**src/rtl/rsa_pkg.sv**
```systemverilog
// Shared types and constants for the rsa_unit start/stop sequencer.
package rsa_pkg;

  typedef enum logic [2:0] {
    IDLE,
    RESET,
    RUN,
    DONE_P,
    DONE
  } rsa_seq_state_t;

  // Bit positions of the command sources within start_req/stop_req.
  localparam int unsigned SRC_GPIO = 0;
  localparam int unsigned SRC_SPI  = 1;

endpackage

```
**src/rtl/rsa_req_combine.sv**
```systemverilog
// Reduces the per-source start/stop request vectors to single start/stop commands.
module rsa_req_combine
  import rsa_pkg::*;
#(
  parameter int unsigned N_SRC    = 2,
  parameter bit          STOP_AND = 1'b1
) (
  input  logic [N_SRC-1:0] start_req,
  input  logic [N_SRC-1:0] stop_req,
  output logic             start,
  output logic             stop
);

  // Any source may start; stop needs either unanimous or any-source agreement.
  always_comb begin
    start = |start_req;
    stop  = STOP_AND ? (&stop_req) : (|stop_req);
  end

endmodule

```
**src/rtl/rsa_seq_ctrl.sv**
```systemverilog
// Sequencer for rsa_unit: timed reset, enable, completion reporting, abort and watchdog.
module rsa_seq_ctrl
  import rsa_pkg::*;
#(
  parameter int unsigned N_SRC    = 2,
  parameter int unsigned RST_CYC  = 2,
  parameter int unsigned TO_W     = 16,
  parameter bit          STOP_AND = 1'b1
) (
  input  logic             clk,
  input  logic             rstb,
  input  logic             ena,
  input  logic [N_SRC-1:0] start_req,
  input  logic [N_SRC-1:0] stop_req,
  input  logic [TO_W-1:0]  timeout_cyc,
  input  logic             eoc_rsa_unit,
  output logic             en_rsa,
  output logic             rst_rsa,
  output logic             busy,
  output logic             eoc,
  output logic             eoc_pulse,
  output logic             err_timeout,
  output logic             err_abort
);

  localparam logic [TO_W-1:0] RST_LAST = TO_W'(RST_CYC - 1);
  localparam logic [TO_W-1:0] CNT_MAX  = '1;
  localparam logic [TO_W-1:0] CNT_ONE  = TO_W'(1);

  logic start, stop;

  rsa_req_combine #(
    .N_SRC    (N_SRC),
    .STOP_AND (STOP_AND)
  ) u_req_combine (
    .start_req (start_req),
    .stop_req  (stop_req),
    .start     (start),
    .stop      (stop)
  );

  rsa_seq_state_t  state_q, state_d;
  logic [TO_W-1:0] cnt_q, cnt_d;
  logic            en_rsa_q, en_rsa_d;
  logic            rst_rsa_q, rst_rsa_d;
  logic            busy_q, busy_d;
  logic            eoc_q, eoc_d;
  logic            eoc_pulse_q, eoc_pulse_d;
  logic            err_timeout_q, err_timeout_d;
  logic            err_abort_q, err_abort_d;
  logic            abort_stop, abort_to;

  always_comb begin
    state_d       = state_q;
    cnt_d         = cnt_q;
    en_rsa_d      = en_rsa_q;
    rst_rsa_d     = rst_rsa_q;
    busy_d        = busy_q;
    eoc_d         = eoc_q;
    eoc_pulse_d   = eoc_pulse_q;
    err_timeout_d = err_timeout_q;
    err_abort_d   = err_abort_q;
    abort_stop    = 1'b0;
    abort_to      = 1'b0;

    if (ena) begin
      unique case (state_q)
        IDLE, DONE: begin
          if (start) begin
            state_d       = RESET;
            cnt_d         = '0;
            rst_rsa_d     = 1'b0;
            en_rsa_d      = 1'b1;
            busy_d        = 1'b1;
            eoc_d         = 1'b0;
            err_timeout_d = 1'b0;
            err_abort_d   = 1'b0;
          end
        end
        RESET: begin
          if (stop) begin
            abort_stop = 1'b1;
          end else if (cnt_q == RST_LAST) begin
            state_d   = RUN;
            rst_rsa_d = 1'b1;
            cnt_d     = '0;
          end else begin
            cnt_d = cnt_q + CNT_ONE;
          end
        end
        RUN: begin
          // Completion outranks stop, which outranks the watchdog.
          if (eoc_rsa_unit) begin
            state_d     = DONE_P;
            eoc_pulse_d = 1'b1;
            eoc_d       = 1'b1;
          end else if (stop) begin
            abort_stop = 1'b1;
          end else if ((timeout_cyc != '0) && (cnt_q == timeout_cyc - CNT_ONE)) begin
            abort_to = 1'b1;
          end else if (cnt_q != CNT_MAX) begin
            cnt_d = cnt_q + CNT_ONE;
          end
        end
        DONE_P: begin
          // rst_rsa stays high so rsa_unit keeps its result.
          state_d     = DONE;
          eoc_pulse_d = 1'b0;
          busy_d      = 1'b0;
          en_rsa_d    = 1'b0;
        end
        default: state_d = IDLE;
      endcase

      if (abort_stop || abort_to) begin
        state_d   = IDLE;
        en_rsa_d  = 1'b0;
        rst_rsa_d = 1'b0;
        busy_d    = 1'b0;
        eoc_d     = 1'b0;
        cnt_d     = '0;
        if (abort_stop) err_abort_d   = 1'b1;
        if (abort_to)   err_timeout_d = 1'b1;
      end
    end
  end

  always_ff @(posedge clk or negedge rstb) begin
    if (!rstb) begin
      state_q       <= IDLE;
      cnt_q         <= '0;
      en_rsa_q      <= 1'b0;
      rst_rsa_q     <= 1'b0;
      busy_q        <= 1'b0;
      eoc_q         <= 1'b0;
      eoc_pulse_q   <= 1'b0;
      err_timeout_q <= 1'b0;
      err_abort_q   <= 1'b0;
    end else begin
      state_q       <= state_d;
      cnt_q         <= cnt_d;
      en_rsa_q      <= en_rsa_d;
      rst_rsa_q     <= rst_rsa_d;
      busy_q        <= busy_d;
      eoc_q         <= eoc_d;
      eoc_pulse_q   <= eoc_pulse_d;
      err_timeout_q <= err_timeout_d;
      err_abort_q   <= err_abort_d;
    end
  end

  assign en_rsa      = en_rsa_q;
  assign rst_rsa     = rst_rsa_q;
  assign busy        = busy_q;
  assign eoc         = eoc_q;
  assign eoc_pulse   = eoc_pulse_q;
  assign err_timeout = err_timeout_q;
  assign err_abort   = err_abort_q;

endmodule

```
**config.mk**
```make
export PLATFORM = sky130hd
export DESIGN_NAME = rsa_seq_ctrl
export DESIGN_NICKNAME = d
export VERILOG_FILES = /design/src/rtl/rsa_pkg.sv /design/src/rtl/rsa_req_combine.sv /design/src/rtl/rsa_seq_ctrl.sv
export SDC_FILE = /design/constraint.sdc
export NUM_CORES = 1
export LEC_CHECK = 0
export CAP_MARGIN = 20
export CELL_PAD_IN_SITES_DETAIL_PLACEMENT = 1
export CELL_PAD_IN_SITES_GLOBAL_PLACEMENT = 1
export CORE_UTILIZATION = 42
export CTS_CLUSTER_SIZE = 25
export DETAILED_ROUTE_END_ITERATION = 7
export GPL_ROUTABILITY_DRIVEN = 0
export PLACE_DENSITY_LB_ADDON = 0.1
export RECOVER_POWER = 50
export SETUP_SLACK_MARGIN = 0.02
export SYNTH_ARGS = -nofsm -noshare
export SYNTH_HDL_FRONTEND = slang
export SYNTH_SLANG_ARGS = --single-unit
```
**constraint.sdc**
```tcl
create_clock -name clk -period 6.9 [get_ports clk]
set_input_delay 1.38 -clock clk [delete_from_list [all_inputs] [get_ports clk]]
set_output_delay 1.38 -clock clk [all_outputs]
set_load 0.05 [all_outputs]
```
==> flow_summary.yaml <==
flow_run:
  drv_cap: 0
finish:
  drive_above_1_share: 0.0664
  n_fill_cell: 636
  final_common_cell: "clkdlybuf4s50_1"
  final_nets: 315
  postLayoutCoreUtil: 0.527
  mostFrequentLayoutCells: "27 x clkdlybuf4s50_1, 25 x dfrtp_1, 24 x nand2_1"
  area_growth_pct: 18.0
  diodes: 0
sta:
  rsz0062_at_grt: "no"
  min_period_ps: 4630
  setup_viol: 0
  finalCritPeriodShare: 0.671
  fin_skew_ps: 7.89
  max-slew-margin-rel: 0.0667
  tns_ps: 0
  hold_viol: 0
  tightest_slew_ps: 1400
  final_max_slew_viol_count: 0
  worst_slack_ps: 2270
  fmax_mhz: 216
routing:
  routedWlPerCell_um: 17.4
  routed_wl_um: 6140
  vias: 2079
  drtIter0Drc: 133
  firstDrtPassIters: 4
  drc: 0
  ant_nets: 0
  viasPerCell: 5.89
clocking:
  clkTransAtPathRegs_ps: 90
  clockBufferDepth: 2
  h-tree-depth: 1
  clock-root-buffer: "clkbuf_8"
  post_cts_resized: 0
  cts_tree: "done"
  cts.sinks: 25
  cts_buffers: 3
  ctsHoldBuffers: 0
  post_cts_buffers: 0
  clock_latency_ps: 280
worst_setup_path:
  crit_path_max_fanout: 17
  reg2reg_from: "cnt_q[0]"
  crit_type: "primary input to register"
  endpoint: "cnt_q[4]"
  arrival_ps: 4750
  rr_worst_depth: 9
  start_kind: "primary input"
  crit_path_end_kind: "register"
  cp.required_ps: 7020
  crit_start: "timeout_cyc[0]"
  r2r_end: "cnt_q[4]"
  r2r_setup_slack_ps: 3840
yosys:
  synth_edf_count: 0
  yosys_register_bits: 25
  synth_top_area_frac: 0.291
  syn_area_um2: 2150
  ys_warn_count: 0
  syn-mean-instance-area_um2: 8.21
  synth.area.top_cells: "dfrtp_1 29%, o221ai_1 5.3%, or4_1 4.9%, xor2_1 4.5%, nand2_1 4.2%"
  synth_async_sr_flop_share: 1.00
  syn_nets: 290
  yosysSeqAreaShare: 0.291
  synth_area_leader_cell: "dfrtp_1"
  ys.flop_type: "dfrtp_1"
  ys_types: 54
  netlist_instances: 262
floorplanning:
  die_y_um: 73.6
  start_util: 0.447
  coreArea_um2: 4820
  fp.dieArea_um2: 5410
  ios: 31
  rows: 25
  dieWidth_um: 73.6
power_and_ir_drop:
  p_per_area_nw_per_um2: 335
  peakVddDrop_mv: 0.147
  p_leak_nw: 0.897
min_path:
  hp-class: "register to register"
placed_design:
  hpwl_um: 4640
  port_buffers: 30
  pre_cts_ws_ps: 1990
global_routing:
  grt_pass1_wl_um: 10500
  antenna_found_initial: 0
  grt.overflow.total: 0
  grt_pass1_vias: 2136
  grt_max_degree: 31
  track_usage: 0.254
status:
  status: "completed"
## cell families after synthesis
kind of cell	after synthesis	share of synthesized area
muxes	4	0.0186
buffers and inverters	35	0.0669
AOI/OAI and AO/OA	58	0.209
DFF	25	0.291
xor gates and xnor gates	20	0.0814
and+or+nand+nor	116	0.310
adders and majority gates	4	0.0233
## cell usage after synthesis (all sizes together), types with 8 or more instances
cell     n
nor2    17
or3     11
xnor2    9
or4     15
nand2   24
dfrtp   25
nor3     8
xor2    11
a21oi    8
nor4    10
o221ai  13
nand3   10
inv     22
## power breakdown
part | switching (mW) | internal, mW | leakage [nW]
sequential | 0.107 | 0.202 | 0.329
combinational | 0.266 | 0.184 | 0.546
clock | 0.0502 | 0.0411 | 0.0217
## flip-flops by register name (all words and copies together) (netlist names)
| name | flops |
|---|---|
| eoc_pulse | 1 |
| busy | 1 |
| err_abort | 1 |
| state_q | 3 |
| rst_rsa | 1 |
| eoc | 1 |
| err_timeout | 1 |
| cnt_q | 16 |
## cell type report
type / count / area (um^2) / area share
Tap cell: 67 / 83.8 / 0.0330
Inverter: 22 / 82.6 / 0.0325
Clock buffer: 3 / 41.3 / 0.0163
Clock inverter: 1 / 7.51 / 0.00296
Sequential cell: 25 / 626 / 0.246
Multi-Input combinational cell: 202 / 1380 / 0.545
Timing Repair Buffer: 33 / 315 / 0.124
## layer usage
metal / wire [um] / GRT usage / part of all wire
met5: 0 / 0 / 0
met4: 51 / 0.0556 / 0.0083
met1: 3160 / 0.366 / 0.51
met3: 132 / 0.0219 / 0.021
met2: 2800 / 0.412 / 0.46
## worst max-delay path, cell delays in order
cell	delay (ps)
clkdlybuf4s50_1	470
inv_1	120
ha_1	240
nor3b_2	400
a21oi_1	110
nand4b_1	210
nor4_2	490
nand4_1	220
o21ba_2	290
o21ai_2	580
o221ai_1	230
## how the worst min path moves through the flow
| stage | depth (start not counted) | to | start | slack, ps |
|---|---|---|---|---|
| finish | 1 | err_abort | err_abort | 510 |
| floorplan | 1 | cnt_q[0] | cnt_q[0] | 550 |
| global route | 1 | err_abort | err_abort | 540 |
| CTS | 1 | err_abort | err_abort | 530 |
| global placement | 1 | err_abort | err_abort | 490 |
| detailed placement | 1 | err_abort | err_abort | 510 |
## metrics by stage
stage	hold WS (ps)	instances	power, mW	cell area, um^2
after floorplan	549	262	0.624	2150
after global placement	490	349	0.748	2500
after detailed placement	511	349	0.762	2500
after CTS	534	353	0.860	2550
after global routing	541	353	0.927	2540
final	512	353	0.851	2540
No activity file was read; power rests on OpenSTA's default activity.
